File: config.mk
export PLATFORM = sky130hd
export DESIGN_NAME = interp_pass_sequencer
export DESIGN_NICKNAME = d
export VERILOG_FILES = /design/src/rtl/interp_pass_sequencer_pkg.sv /design/src/rtl/interp_pass_sequencer_addr_gen.sv /design/src/rtl/interp_pass_sequencer.sv
export SDC_FILE = /design/constraint.sdc
export NUM_CORES = 1
export LEC_CHECK = 0
export CELL_PAD_IN_SITES_DETAIL_PLACEMENT = 2
export CELL_PAD_IN_SITES_GLOBAL_PLACEMENT = 2
export CORE_UTILIZATION = 22
export CTS_CLUSTER_SIZE = 12
export DETAILED_ROUTE_END_ITERATION = 6
export PLACE_DENSITY = 0.87
export SYNTH_ARGS = -nofsm -noshare
export SYNTH_HDL_FRONTEND = slang
export SYNTH_SLANG_ARGS = --single-unit
File: constraint.sdc
create_clock -name i_clock -period 2.4 [get_ports i_clock]
set_input_delay 0.24 -clock i_clock [delete_from_list [all_inputs] [get_ports i_clock]]
set_output_delay 0.24 -clock i_clock [all_outputs]
set_load 0.05 [all_outputs]
File: src/rtl/interp_pass_sequencer_pkg.sv
// Shared geometry, types and helpers for the interpolation pass sequencer.
package interp_pass_sequencer_pkg;

  localparam int WIDTH     = 16;
  localparam int HEIGHT    = 16;
  localparam int DATA_W    = 8;
  localparam int PAD_LEAD  = 7;
  localparam int PAD_TRAIL = 6;
  localparam int CAP_OFS   = PAD_LEAD + PAD_TRAIL;
  localparam int OUT_LSB   = 6;
  localparam int OUT_W     = 14;
  localparam int ADDR_W    = $clog2(WIDTH * HEIGHT);

  localparam int MAX_DIM   = (WIDTH > HEIGHT) ? WIDTH : HEIGHT;
  // Row-mode line length; column mode swaps WIDTH for HEIGHT.
  localparam int LL        = PAD_LEAD + WIDTH + PAD_TRAIL;
  localparam int LL_MAX    = PAD_LEAD + MAX_DIM + PAD_TRAIL;
  localparam int K_W       = $clog2(LL_MAX);
  // Line counter must be able to hold NL itself (the "no reads left" marker).
  localparam int L_W       = $clog2(MAX_DIM + 1);

  typedef enum logic {
    ROW = 1'b0,
    COL = 1'b1
  } pass_mode_e;

  typedef enum logic [1:0] {
    IDLE  = 2'd0,
    PRIME = 2'd1,
    FEED  = 2'd2,
    DONE  = 2'd3
  } seq_state_e;

  // Sample index within a line for feed index k, with edge replication.
  function automatic logic [K_W-1:0] src_index(input logic [K_W-1:0] k,
                                               input logic [K_W-1:0] ns);
    if (k < K_W'(PAD_LEAD))
      return '0;
    else if (k < K_W'(PAD_LEAD) + ns)
      return k - K_W'(PAD_LEAD);
    else
      return ns - K_W'(1);
  endfunction

endpackage

File: src/rtl/interp_pass_sequencer_addr_gen.sv
// Maps (mode, line, sample) to a linear pixel address r*WIDTH+c.
module interp_pass_sequencer_addr_gen
  import interp_pass_sequencer_pkg::*;
(
  input  pass_mode_e        i_mode,
  input  logic [L_W-1:0]    i_line,
  input  logic [K_W-1:0]    i_samp,
  output logic [ADDR_W-1:0] o_addr
);

  logic [ADDR_W-1:0] w_line;
  logic [ADDR_W-1:0] w_samp;

  assign w_line = ADDR_W'(i_line);
  assign w_samp = ADDR_W'(i_samp);

  // In COL mode a line is a column, so the sample index selects the row.
  assign o_addr = (i_mode == COL) ? (w_samp * ADDR_W'(WIDTH) + w_line)
                                  : (w_line * ADDR_W'(WIDTH) + w_samp);

endmodule

File: src/rtl/interp_pass_sequencer.sv
// Drives one padded interpolation pass over the frame and writes results.
//
// state | meaning
// IDLE  | waiting for start; data_in holds last sample
// PRIME | first source read (line 0, feed 0) is on the bus
// FEED  | reads run one cycle ahead of memory data, two ahead of feed
// DONE  | one-cycle done pulse, then back to IDLE
module interp_pass_sequencer
  import interp_pass_sequencer_pkg::*;
(
  input  logic              i_clock,
  input  logic              i_reset_n,
  input  logic              i_start,
  input  logic              i_mode,
  output logic              o_busy,
  output logic              o_done,
  output logic              o_rd_en,
  output logic [ADDR_W-1:0] o_rd_addr,
  input  logic [DATA_W-1:0] i_rd_data,
  output logic [DATA_W-1:0] o_interp_data_in,
  input  logic [31:0]       i_interp_a,
  input  logic [31:0]       i_interp_b,
  input  logic [31:0]       i_interp_c,
  output logic              o_wr_en,
  output logic [ADDR_W-1:0] o_wr_addr,
  output logic [OUT_W-1:0]  o_wr_a,
  output logic [OUT_W-1:0]  o_wr_b,
  output logic [OUT_W-1:0]  o_wr_c
);

  seq_state_e        r_state;
  pass_mode_e        r_mode;
  logic              r_busy;
  logic              r_done;
  logic              r_rd_en;
  logic [ADDR_W-1:0] r_rd_addr;
  logic [DATA_W-1:0] r_data_in;
  logic              r_wr_en;
  logic [ADDR_W-1:0] r_wr_addr;
  logic [L_W-1:0]    r_rl;
  logic [K_W-1:0]    r_rk;
  logic [L_W-1:0]    r_fl;
  logic [K_W-1:0]    r_fk;
  logic              r_dvalid;
  logic              r_feed_last;

  logic [L_W-1:0]    w_nl;
  logic [K_W-1:0]    w_ns;
  logic [K_W-1:0]    w_ll_m1;
  logic [K_W-1:0]    w_rd_samp;
  logic [K_W-1:0]    w_wr_samp;
  logic [ADDR_W-1:0] w_rd_addr;
  logic [ADDR_W-1:0] w_wr_addr;
  logic              w_rd_more;
  logic              w_rk_wrap;
  logic              w_fk_wrap;
  logic              w_f_last;
  logic              w_cap;
  logic              w_unused;

  assign w_nl      = (r_mode == COL) ? L_W'(WIDTH)  : L_W'(HEIGHT);
  assign w_ns      = (r_mode == COL) ? K_W'(HEIGHT) : K_W'(WIDTH);
  assign w_ll_m1   = w_ns + K_W'(PAD_LEAD + PAD_TRAIL - 1);
  assign w_rd_samp = src_index(r_rk, w_ns);
  assign w_rd_more = (r_rl != w_nl);
  assign w_rk_wrap = (r_rk == w_ll_m1);
  assign w_fk_wrap = (r_fk == w_ll_m1);
  assign w_f_last  = w_fk_wrap && (r_fl == w_nl - L_W'(1));
  assign w_cap     = (r_fk >= K_W'(CAP_OFS));
  assign w_wr_samp = w_cap ? (r_fk - K_W'(CAP_OFS)) : '0;

  interp_pass_sequencer_addr_gen u_rd_addr (
    .i_mode (r_mode),
    .i_line (r_rl),
    .i_samp (w_rd_samp),
    .o_addr (w_rd_addr)
  );

  interp_pass_sequencer_addr_gen u_wr_addr (
    .i_mode (r_mode),
    .i_line (r_fl),
    .i_samp (w_wr_samp),
    .o_addr (w_wr_addr)
  );

  // Sequencer FSM: read counters (rl,rk) lead, feed counters (fl,fk) follow the returned data.
  always_ff @(posedge i_clock or negedge i_reset_n) begin
    if (!i_reset_n) begin
      r_state     <= IDLE;
      r_mode      <= ROW;
      r_busy      <= 1'b0;
      r_done      <= 1'b0;
      r_rd_en     <= 1'b0;
      r_rd_addr   <= '0;
      r_data_in   <= '0;
      r_wr_en     <= 1'b0;
      r_wr_addr   <= '0;
      r_rl        <= '0;
      r_rk        <= '0;
      r_fl        <= '0;
      r_fk        <= '0;
      r_dvalid    <= 1'b0;
      r_feed_last <= 1'b0;
    end else begin
      case (r_state)
        IDLE: begin
          r_done <= 1'b0;
          if (i_start) begin
            // Element (0,0) is address 0 in either mode, so it can be issued
            // on the same edge that latches the mode.
            r_state     <= PRIME;
            r_mode      <= pass_mode_e'(i_mode);
            r_busy      <= 1'b1;
            r_rd_en     <= 1'b1;
            r_rd_addr   <= '0;
            r_rl        <= '0;
            r_rk        <= K_W'(1);
            r_fl        <= '0;
            r_fk        <= '0;
            r_dvalid    <= 1'b0;
            r_feed_last <= 1'b0;
          end
        end

        PRIME, FEED: begin
          r_state  <= FEED;
          r_dvalid <= r_rd_en;

          if (w_rd_more) begin
            r_rd_en   <= 1'b1;
            r_rd_addr <= w_rd_addr;
            if (w_rk_wrap) begin
              r_rk <= '0;
              r_rl <= r_rl + L_W'(1);
            end else begin
              r_rk <= r_rk + K_W'(1);
            end
          end else begin
            r_rd_en   <= 1'b0;
            r_rd_addr <= '0;
          end

          if (r_dvalid) begin
            r_data_in   <= i_rd_data;
            r_wr_en     <= w_cap;
            r_wr_addr   <= w_cap ? w_wr_addr : '0;
            r_feed_last <= w_f_last;
            if (w_fk_wrap) begin
              r_fk <= '0;
              r_fl <= r_fl + L_W'(1);
            end else begin
              r_fk <= r_fk + K_W'(1);
            end
          end else begin
            r_wr_en     <= 1'b0;
            r_wr_addr   <= '0;
            r_feed_last <= 1'b0;
          end

          if (r_feed_last) begin
            r_state <= DONE;
            r_done  <= 1'b1;
            r_busy  <= 1'b0;
          end
        end

        DONE: begin
          r_state <= IDLE;
          r_done  <= 1'b0;
        end

        default: begin
          r_state <= IDLE;
          r_busy  <= 1'b0;
          r_done  <= 1'b0;
          r_rd_en <= 1'b0;
          r_wr_en <= 1'b0;
        end
      endcase
    end
  end

  assign o_busy           = r_busy;
  assign o_done           = r_done;
  assign o_rd_en          = r_rd_en;
  assign o_rd_addr        = r_rd_addr;
  assign o_interp_data_in = r_data_in;
  assign o_wr_en          = r_wr_en;
  assign o_wr_addr        = r_wr_addr;

  // The interpolator outputs are live in the capture cycle, so the slices
  // pass straight through, gated to zero whenever nothing is being written.
  assign o_wr_a = r_wr_en ? i_interp_a[OUT_LSB+OUT_W-1:OUT_LSB] : '0;
  assign o_wr_b = r_wr_en ? i_interp_b[OUT_LSB+OUT_W-1:OUT_LSB] : '0;
  assign o_wr_c = r_wr_en ? i_interp_c[OUT_LSB+OUT_W-1:OUT_LSB] : '0;

  assign w_unused = ^{i_interp_a[31:OUT_LSB+OUT_W], i_interp_a[OUT_LSB-1:0],
                      i_interp_b[31:OUT_LSB+OUT_W], i_interp_b[OUT_LSB-1:0],
                      i_interp_c[31:OUT_LSB+OUT_W], i_interp_c[OUT_LSB-1:0]};

endmodule
Yosys cells after proc, flatten, opt, wreduce, memory -nomap -nowiden

Cells that the tools add are included.

Bits in registers: 53
Bits of input ports: 108
Output and inout port bits: 70
Word-level logic and storage cells: 96

Add/subtract/negate cells: 10
Magnitude comparators: 3
Equal/unequal tests: 13
Muxes and demuxes: 42
Reduce and logical (&&, ||, !) cells: 13

Operators by type and width:

| cell                                                              | number |
|---|---|
| two-way mux 5 bit                                                 | 13 |
| two-way mux 8 bit                                                 | 6 |
| two-way mux 14 bit                                                | 3 |
| case mux 5 bit (2 select lines)                                   | 4 |
| adder 8 x 5 -> 8 bit                                              | 4 |
| adder 5 x 1 -> 5 bit, second input constant                       | 4 |
| case mux 8 bit (2 select lines)                                   | 1 |
| != test 2 bit, second input constant                              | 6 |
| equality test 5 bit, second input constant                        | 2 |
| case mux 1 bit (2 select lines)                                   | 5 |
| AND reduction 3 bit                                               | 3 |
| two-way mux 1 bit                                                 | 8 |
| AND reduction 4 bit                                               | 2 |
| case mux 2 bit (3 select lines)                                   | 1 |
| AND reduction 2 bit                                               | 3 |
| equality test 5 x 4 -> 1 bit, second input constant               | 1 |
| greater-or-equal comparator 5 x 4 -> 1 bit, second input constant | 1 |
| < comparator 5 x 3 -> 1 bit, second input constant                | 1 |
| < comparator 5 bit, second input constant                         | 1 |
| != test 5 bit, second input constant                              | 1 |
| subtractor 5 x 3 -> 5 bit, second input constant                  | 1 |
| subtractor 5 x 4 -> 5 bit, second input constant                  | 1 |
| equality test 2 bit, second input constant                        | 2 |
| OR reduction 2 bit                                                | 2 |
| other kinds (5)                                                   | 5 |

Depth between registers and ports, before layout

Gate-level depths: netlist of the first run.

Depth after elaboration: 7
Depth in mapped cells: 12
Gate-level depth less buffers: 11

Hierarchy

From an unflattened synthesis of the first run, not the netlist that was laid out.

Cell total of the unflattened synthesis: 353
Area total of the unflattened synthesis: 3,530.9 um2

Modules (own cells, without submodules):

| module                         | instances | cells each | area each (um2) | seq. area each (um2) |
|---|---|---|---|---|
| interp_pass_sequencer          | 1         | 313        | 3,090.5         | 1,326.3 |
| interp_pass_sequencer_addr_gen | 2         | 20         | 220.2           | 0.0 |

Least setup slack after synthesis of the first run

Ideal clock, no wire load.

Path kind: flip-flop to flip-flop
From: register r_rk[0]
To: register r_rd_addr[5] (netlist: o_rd_addr[5])
Setup time: 0.121 ns
Data arrival time: 1.968 ns
Data required time: 2.279 ns
Setup slack: 0.311 ns
Cell stages (with the launch flop): 11
Path buffers: 1
Clock period less this slack: 2.089 ns
Cell sequence: dfrtp_1 ha_1 clkbuf_1 nand2_1 nor2_1 a21oi_1 nor3b_1 ha_1 ha_1 mux2_2 a22o_1

Word-level cells in the longest chain between the ends: 7
Elaborated cells on any way between the ends: 10
Those cells by class: add/sub (3); order compare (2); mux (5)

Ends and longest elaborated chain:

| what                                                                   | RTL line                                                                   | text |
|---|---|---|
| start, declared                                                        | interp_pass_sequencer.sv:41                                                | `logic [K_W-1:0] r_rk;` |
| start signal, assigned                                                 | interp_pass_sequencer.sv:136                                               | `r_rk <= r_rk + K_W'(1);` |
| subtractor 5 x 3 -> 5 bit / < comparator 5 bit (equally long branches) | interp_pass_sequencer_pkg.sv:40, interp_pass_sequencer_pkg.sv:39           |  |
| two-way mux 5 bit                                                      | interp_pass_sequencer_pkg.sv:39                                            | `else if (k < K_W'(PAD_LEAD) + ns)` |
| two-way mux 5 bit *                                                    | interp_pass_sequencer_pkg.sv:37                                            | `if (k < K_W'(PAD_LEAD))` |
| adder 8 x 5 -> 8 bit, on equally long branches                         | interp_pass_sequencer_addr_gen.sv:19, interp_pass_sequencer_addr_gen.sv:18 |  |
| two-way mux 8 bit *                                                    | interp_pass_sequencer_addr_gen.sv:18                                       | `assign o_addr = (i_mode == COL) ? (w_samp * ADDR_W'(WIDTH) + w_line)` |
| two-way mux 8 bit *                                                    | interp_pass_sequencer.sv:129                                               | `if (w_rd_more) begin` |
| case mux 8 bit (2 select lines) *                                      | interp_pass_sequencer.sv:105                                               | `case (r_state)` |
| end signal, assigned                                                   | interp_pass_sequencer.sv:131                                               | `r_rd_addr <= w_rd_addr;` |
| end, declared                                                          | interp_pass_sequencer.sv:36                                                | `logic [ADDR_W-1:0] r_rd_addr;` |

Every way passes the cells marked *; elsewhere a longest branch is shown, timed or not.
A chain may end at the register's enable or synchronous reset.

Worst setup path after layout of the first run

From: register r_fk[0]
To: register r_wr_addr[6] (netlist: o_wr_addr[6])

Word-level cells in the longest chain between the ends: 6
Elaborated cells on any way between the ends: 8
Those cells by class: add/sub (3); order compare (1); mux (4)

Ends and longest elaborated chain:

| what                                                                                           | RTL line                                                                   | text |
|---|---|---|
| start, declared                                                                                | interp_pass_sequencer.sv:43                                                | `logic [K_W-1:0] r_fk;` |
| start signal, assigned                                                                         | interp_pass_sequencer.sv:152                                               | `r_fk <= r_fk + K_W'(1);` |
| subtractor 5 x 4 -> 5 bit / greater-or-equal comparator 5 x 4 -> 1 bit (equally long branches) | interp_pass_sequencer.sv:70, interp_pass_sequencer.sv:69                   |  |
| two-way mux 5 bit                                                                              | interp_pass_sequencer.sv:70                                                | `assign w_wr_samp = w_cap ? (r_fk - K_W'(CAP_OFS)) : '0;` |
| adder 8 x 5 -> 8 bit, on equally long branches                                                 | interp_pass_sequencer_addr_gen.sv:19, interp_pass_sequencer_addr_gen.sv:18 |  |
| two-way mux 8 bit                                                                              | interp_pass_sequencer_addr_gen.sv:18                                       |  |
| two-way mux 8 bit *                                                                            | interp_pass_sequencer.sv:146                                               | `r_wr_addr <= w_cap ? w_wr_addr : '0;` |
| two-way mux 8 bit *                                                                            | interp_pass_sequencer.sv:143                                               | `if (r_dvalid) begin` |
| end signal, assigned                                                                           | interp_pass_sequencer.sv:146                                               |  |
| end, declared                                                                                  | interp_pass_sequencer.sv:39                                                | `logic [ADDR_W-1:0] r_wr_addr;` |

Marks and branches as above.

==> results of run 1 <==
==> metrics by stage <==
| stage | util [%] | setup TNS, ns | instance area, um^2 |
|---|---|---|---|
| after detailed placement | 32.1 | -0.0373 | 4660 |
| after floorplan | - | 0 | 3270 |
| after CTS | 33.2 | 0 | 4820 |
| final | 33.3 | 0 | 4840 |
| after global placement | 32.1 | 0 | 4660 |
| after global routing | 33.3 | 0 | 4840 |
==> area by class of cell <==
| type | instances | area share (%) |
|---|---|---|
| multi-input cells | 257 | 36.9 |
| flip-flops and latches | 53 | 27.4 |
| repair buffers | 141 | 26.3 |
| well taps | 184 | 4.76 |
| clock buffers | 7 | 2.95 |
| inverters | 22 | 1.71 |
==> per-layer routing <==
metal  routed length, um  share of wire, %
met4                  37              0.34
met1                4300                39
met2                5710                52
met3                 875               8.0
met5                   0                 0
==> what timing repair did <==
action / 4_1_cts / 5_1_grt
endpoints found under the hold margin: 19 / 0
hold buffers: 1 / 0
gates resized for setup: 2 / 2
endpoints found under the setup margin: 1 / 1
buffers inserted: 1 / 0
==> critical path: cells and delay by family, from the launching register on <==
kind	cells	cell delay [ns]
AND/OR/NAND/NOR	3	0.48
adder cells (fa/ha/maj)	3	0.69
AO/OA/AOI/OAI	3	0.38
XOR/XNOR	1	0.15
flip-flops	1	0.44
==> power by group through the flow <==
stage	sequential, W	combinational [W]	clock, W
floorplan	0.000945	0.000166	0
global placement	0.000920	0.000374	0
detailed placement	0.000920	0.000382	0
CTS	0.000903	0.000384	0.000753
global route	0.000903	0.000400	0.000780
finish	0.000903	0.000379	0.000730
==> state kept, by name (all words and copies together), names as in the netlist <==
signal / cells
r_feed_last: 1
o_interp_data_in: 8
o_wr_en: 1
r_mode: 1
r_fk: 5
r_fl: 5
o_wr_addr: 8
o_done: 1
r_rl: 5
r_state: 2
o_busy: 1
r_dvalid: 1
o_rd_addr: 8
o_rd_en: 1
r_rk: 5
==> cell usage after synthesis (2+ instances only) <==
library cell  instances  share of area, %
xor2_1               10               2.7
clkbuf_1              9               1.0
nor3_1                4              0.61
a21boi_0              2              0.46
nor3b_1               2              0.46
buf_2                10               1.5
nand2_1              31               3.6
xnor2_1               8               2.1
ha_1                 20               7.7
nor2b_1               3              0.57
a22o_1               10               2.7
o21ai_0              11               1.7
mux2i_1               5               1.5
o22ai_1               8               1.5
a21oi_1              13               2.0
and2_1               44               8.4
o21ai_1              10               1.5
o21a_1                2              0.46
nand4_1               5              0.96
nand2b_1              4              0.77
inv_1                22               2.5
a31oi_1               3              0.57
and4_1                2              0.54
a21o_1                2              0.46
nand3_1               7               1.1
dfrtp_1              53                41
and3_1                5              0.96
mux2_2               14               4.8
nor2_1               18               2.1
==> worst max-delay path by stage <==
| stage | startpoint | end | slack (ns) | depth (start not counted) |
|---|---|---|---|---|
| 2_1_floorplan | r_rk[0] | o_rd_addr[5] | 0.31 | 10 |
| 3_3_place_gp | r_rk[0] | o_rd_addr[5] | 0.14 | 9 |
| 3_5_place_dp | r_fk[1] | o_wr_addr[6] | -0.04 | 11 |
| 4_1_cts | r_rk[0] | o_rd_addr[5] | 0.003 | 9 |
| 5_1_grt | r_fk[0] | o_wr_addr[6] | 0.03 | 10 |
| 6_report | r_fk[0] | o_wr_addr[6] | 0.12 | 10 |
==> kinds of logic after synthesis <==
kind of cell | Yosys count | synth area share [%]
DFF | 53 | 40.6
and+or+nand+nor | 129 | 20.9
buffers and inverters | 43 | 5.43
AOI/OAI and AO/OA | 71 | 14.2
muxes | 19 | 6.35
adders and majority gates | 20 | 7.65
xor gates and xnor gates | 18 | 4.82
==> impl_metrics.json, run 1 <==
{
  "synth_ff_type": "dfrtp_1",
  "fp-row-count": 44,
  "seq_area_mm2": 0.00133,
  "clkLatencyLatePin_ns": 0.29,
  "multiInputGateArea_mm2": 0.00178,
  "drv_slew": 0,
  "syn_area_mm2": 0.00327,
  "fmax_mhz": 438,
  "cp_slowest_stage_delay_ns": 0.44,
  "nNetsFinal": 608,
  "worstPathMaxFanout": 6,
  "combPwrFrac_pct": 18.8,
  "clock_skew_ns": 0.0100,
  "core_area_mm2": 0.0145,
  "drive_gt1_share_pct": 18.1,
  "ys_seq_area_share_pct": 40.6,
  "drc_errors": 0,
  "grt_overflow": 0,
  "dieArea_mm2": 0.0154,
  "hp-start": "o_done",
  "cts_buffer_depth": 2,
  "grt_start_max_net_pins": 44,
  "total_power_w": 0.00201,
  "synth-edff-count": 0,
  "finalNonFillerCells": 664,
  "dp_cells": 655,
  "ctsRootBufferMaster": "clkbuf_16",
  "htreeDepth": 2,
  "cp_cell_sequence": "ha_1 > nor3_2 > o21ai_0 > and3_1 > ha_1 > ha_1 > xnor2_1 > nor2_1 > a21oi_1 > o22ai_1",
  "clock-sinks": 53,
  "gr-usage-met2_pct": 27.4,
  "timing.slew.headroom_pct": 56.1,
  "grtUsageMet1_pct": 15.7,
  "crit-reg2reg-launch": "r_fk[0]",
  "buffer_ports.inserted": 123,
  "antenna_left": 0,
  "peakVddDrop_mv": 0.256,
  "p_seq_share_pct": 44.9,
  "firstDrtPassIters": 4,
  "synth-seq-cells": 53,
  "die_x_um": 124,
  "critPathKind": "flop to flop",
  "top_usage_layer": "met2",
  "final_cell_mix": "clkdlybuf4s50_1 (80), buf_4 (58), dfrtp_1 (52)",
  "cp_common_cell": "ha_1",
  "rsz0062_at_grt": "false",
  "reg2reg_slack_ns": 0.12,
  "hold_path_depth": 1,
  "cts_buffers": 5,
  "layout_commonest_cell": "clkdlybuf4s50_1",
  "p_int_w": 0.00147,
  "grt_usage_pct": 14.1,
  "startpoint_type": "flop",
  "hp-class": "flop to flop",
  "hold_ws_ns": 0.484,
  "ios": 178,
  "cp_slowest_cell": "dfrtp_1",
  "switchingPower_w": 0.000543,
  "drt_wl_total_um": 10900,
  "area_delta_synth_final_pct": 48.0,
  "synthesis.nets": 481,
  "setup_slack_ns": 0.116,
  "tightestPinTransition_ns": 0.658,
  "status": "complete, no violations",
  "p_sw_share_pct": 27.0,
  "cts.reportedPaths.clkPinSlew_ns": 0.07,
  "timing.rr.end": "o_wr_addr[6]",
  "avgRoutedWirePerCell_um": 16.4,
  "num_vias": 3065,
  "postSynth.asyncResetShare_pct": 100,
  "min_to": "o_done",
  "fp.dieH_um": 124,
  "worst_ep_required_time_ns": 2.55,
  "avgSynthCellArea_um2": 9.26,
  "cts_tree": "yes",
  "min_period_ns": 2.28,
  "fillers": 1600,
  "finalCritPeriodShare_pct": 95.2,
  "antenna_found_initial": 0,
  "met3_usage_pct": 3.53,
  "p_leak_nw": 2.16,
  "diodes": 0,
  "start_util_pct": 22.5,
  "dpl_worst_slack_ns": -0.0373,
  "final-setup-viol-count": 0,
  "grt_pass1_vias": 3347,
  "cp-end-kind": "flop",
  "rr_worst_depth": 10,
  "clkPwrFrac_pct": 36.3,
  "ys_types": 45,
  "grt_pass1_wl_um": 16800,
  "p_per_area_mw_per_mm2": 416,
  "final_hold_viol_count": 0,
  "yosys_warnings": 0,
  "gp_congestion": 0.783,
  "netlist_instances": 353,
  "hpwl_um": 8720,
  "cp.arrival_ns": 2.43,
  "maxCapViolCount": 0,
  "viasPerCell": 4.62,
  "drt_iter0_drc": 70
}
Power figures use the tool's default switching activity.
==> inputs of run 2 (changes only) <==
--- a/config.mk
+++ b/config.mk
@@ -7,10 +7,11 @@
 export LEC_CHECK = 0
 export CELL_PAD_IN_SITES_DETAIL_PLACEMENT = 2
 export CELL_PAD_IN_SITES_GLOBAL_PLACEMENT = 2
-export CORE_UTILIZATION = 22
+export CORE_UTILIZATION = 38
 export CTS_CLUSTER_SIZE = 12
 export DETAILED_ROUTE_END_ITERATION = 6
-export PLACE_DENSITY = 0.87
+export DONT_BUFFER_PORTS = 1
+export PLACE_DENSITY = 0.9
 export SYNTH_ARGS = -nofsm -noshare
 export SYNTH_HDL_FRONTEND = slang
 export SYNTH_SLANG_ARGS = --single-unit
==> constraint.sdc (replaced) <==
create_clock -name i_clock -period 2.7 [get_ports i_clock]
set_input_delay 0.27 -clock i_clock [delete_from_list [all_inputs] [get_ports i_clock]]
set_output_delay 0.27 -clock i_clock [all_outputs]
set_load 0.05 [all_outputs]
==> impl_metrics.json, run 2 (same netlist as run 1, synthesis figures left out) <==
{
  "status": "complete, no violations",
  "grt_overflow": 0,
  "cp_slowest_stage_delay_ns": 0.49,
  "min_period_ns": 2.52,
  "crit_path_end": "o_wr_addr[6]",
  "hpwl_um": 6740,
  "grt_pass1_vias": 2768,
  "cp_common_cell": "ha_1",
  "cts_buffer_depth": 2,
  "final-setup-viol-count": 0,
  "avgRoutedWirePerCell_um": 20.5,
  "hp-start": "i_rd_data[2]",
  "die_x_um": 94.8,
  "core_area_mm2": 0.00826,
  "ios": 178,
  "crit_cells": 10,
  "cp.arrival_ns": 2.70,
  "clkLatencyLatePin_ns": 0.31,
  "cp-end-kind": "flop",
  "finalCritPeriodShare_pct": 93.4,
  "worstPathMaxFanout": 7,
  "crit-reg2reg-launch": "r_fk[1]",
  "hold_buffers": 2,
  "layout_commonest_cell": "dfrtp_1",
  "hp-class": "input port to flop",
  "htreeDepth": 2,
  "maxCapViolCount": 0,
  "fp.dieH_um": 94.8,
  "fin_area_mm2": 0.00350,
  "fp-row-count": 33,
  "p_leak_nw": 1.59,
  "cp_cell_sequence": "inv_1 > ha_1 > o311a_1 > nor2_2 > nor2_1 > ha_1 > ha_1 > xnor2_1 > a21oi_1 > o22ai_1",
  "p_per_area_mw_per_mm2": 427,
  "buffer_ports.inserted": 0,
  "dieArea_mm2": 0.00898,
  "drv_slew": 0,
  "drt_wl_total_um": 9320,
  "tns_ns": 0,
  "diodes": 0,
  "nNetsFinal": 477,
  "drc_errors": 0,
  "antenna_left": 0,
  "drive_gt1_share_pct": 10.0,
  "dp_cells": 445,
  "cts_setup_buffers": 0,
  "gp_congestion": 0.789,
  "drt_iter0_drc": 93,
  "num_vias": 2593,
  "cts_buffers": 5,
  "start_util_pct": 39.6,
  "clock_skew_ns": 0.00951,
  "cts_tree": "yes",
  "cts.reportedPaths.clkPinSlew_ns": 0.10,
  "cp-startpoint": "r_fk[1]",
  "dpl_worst_slack_ns": 0.319,
  "finalNonFillerCells": 455,
  "reg2reg_slack_ns": 0.18,
  "viasPerCell": 5.70,
  "tightestPinTransition_ns": 0.813,
  "fmax_mhz": 396,
  "placed_area_mm2": 0.00337,
  "timing.slew.headroom_pct": 45.4,
  "final_cell_mix": "dfrtp_1 (53), and2_1 (44), nand2_1 (31)",
  "grt_usage_pct": 21.5,
  "setup_slack_ns": 0.178,
  "rr_worst_depth": 10,
  "antenna_found_initial": 1,
  "worst_ep_required_time_ns": 2.88,
  "ctsRootBufferMaster": "clkbuf_8",
  "grt_start_max_net_pins": 54,
  "area_delta_synth_final_pct": 7.16,
  "cts_resized": 0,
  "rsz0062_at_grt": "false",
  "startpoint_type": "flop",
  "grt_pass1_wl_um": 14600,
  "peakVddDrop_mv": 0.180,
  "cp_slowest_cell": "dfrtp_1",
  "fillers": 920,
  "firstDrtPassIters": 4,
  "timing.rr.end": "o_wr_addr[6]",
  "cp_num_buf_inv": 1,
  "path_delay_family": "adder cells",
  "clock-sinks": 53,
  "critPathKind": "flop to flop",
  "final_hold_viol_count": 0
}
==> run 2: cell types whose count changed in the layout (fill, tap and decap cells not counted), moves of 5 or more <==
cell             before  now
clkbuf_8              1    6
clkbuf_16             5    0
clkdlybuf4s50_1      80    0
buf_4                58    8
==> run 2: worst register-to-register path, stage by stage, from the launching register on <==
cell and delay (ns):
dfrtp_1 0.49, inv_1 0.14, ha_1 0.25, o311a_1 0.42, nor2_2 0.22, nor2_1 0.10, ha_1 0.23, ha_1 0.19
xnor2_1 0.13, a21oi_1 0.15, o22ai_1 0.08
==> run 2: power by group <==
group | switching (W) | internal, W | leakage (nW)
clock | 0.000284 | 0.000214 | 0.0518
combinational | 0.000147 | 0.0000259 | 0.885
sequential | 0.0000261 | 0.000799 | 0.653
total | 0.000457 | 0.00104 | 1.59
==> run 2: through the flow <==
stage / hold slack [ns] / util (%) / power [W]
floorplan: -0.0256 / - / 0.000987
global placement: -0.0246 / 40.8 / 0.000993
detailed placement: -0.0245 / 40.8 / 0.000993
CTS: 0.0857 / 42.4 / 0.00152
global route: 0.0703 / 42.4 / 0.00156
finish: 0.0946 / 42.4 / 0.00150
==> run 2: cell type report <==
cell class              count  area (um^2)  area share [%]
well taps                 105          131            3.75
multi-input cells         257         1770            50.4
clock buffers               6         82.6            2.36
inverters                  22         82.6            2.36
repair buffers             10         97.6            2.79
flip-flops and latches     53         1330            37.9
clock inverters             2         17.5           0.500
==> run 2: routing by layer <==
| metal | global-route usage [%] | vias up | part of all wire (%) |
|---|---|---|---|
| li1 | - | 1192 | - |
| met1 | 25.1 | 1295 | 41 |
| met2 | 40.6 | 96 | 53 |
| met3 | 3.86 | 10 | 5.1 |
| met4 | 4.17 | 0 | 1.1 |
| met5 | 0 | - | 0 |
==> run 2: worst min-delay path by stage <==
stage,end,cells past startpoint
detailed placement,r_rk[4],0
floorplan,o_busy,0
global route,o_interp_data_in[6],1
global placement,r_rk[2],0
CTS,o_interp_data_in[3],1
finish,o_interp_data_in[2],1
==> inputs of run 3 (changes only) <==
--- a/config.mk
+++ b/config.mk
@@ -5,12 +5,15 @@
 export SDC_FILE = /design/constraint.sdc
 export NUM_CORES = 1
 export LEC_CHECK = 0
+export ABC_CLOCK_PERIOD_IN_PS = 2700
 export CELL_PAD_IN_SITES_DETAIL_PLACEMENT = 2
 export CELL_PAD_IN_SITES_GLOBAL_PLACEMENT = 2
 export CORE_UTILIZATION = 38
+export CTS_CLUSTER_DIAMETER = 150
 export CTS_CLUSTER_SIZE = 12
 export DETAILED_ROUTE_END_ITERATION = 6
 export DONT_BUFFER_PORTS = 1
+export GPL_ROUTABILITY_DRIVEN = 0
 export PLACE_DENSITY = 0.9
 export SYNTH_ARGS = -nofsm -noshare
 export SYNTH_HDL_FRONTEND = slang
==> results of run 3 <==
Final layout, timing and power as in run 2 (identical DEF).
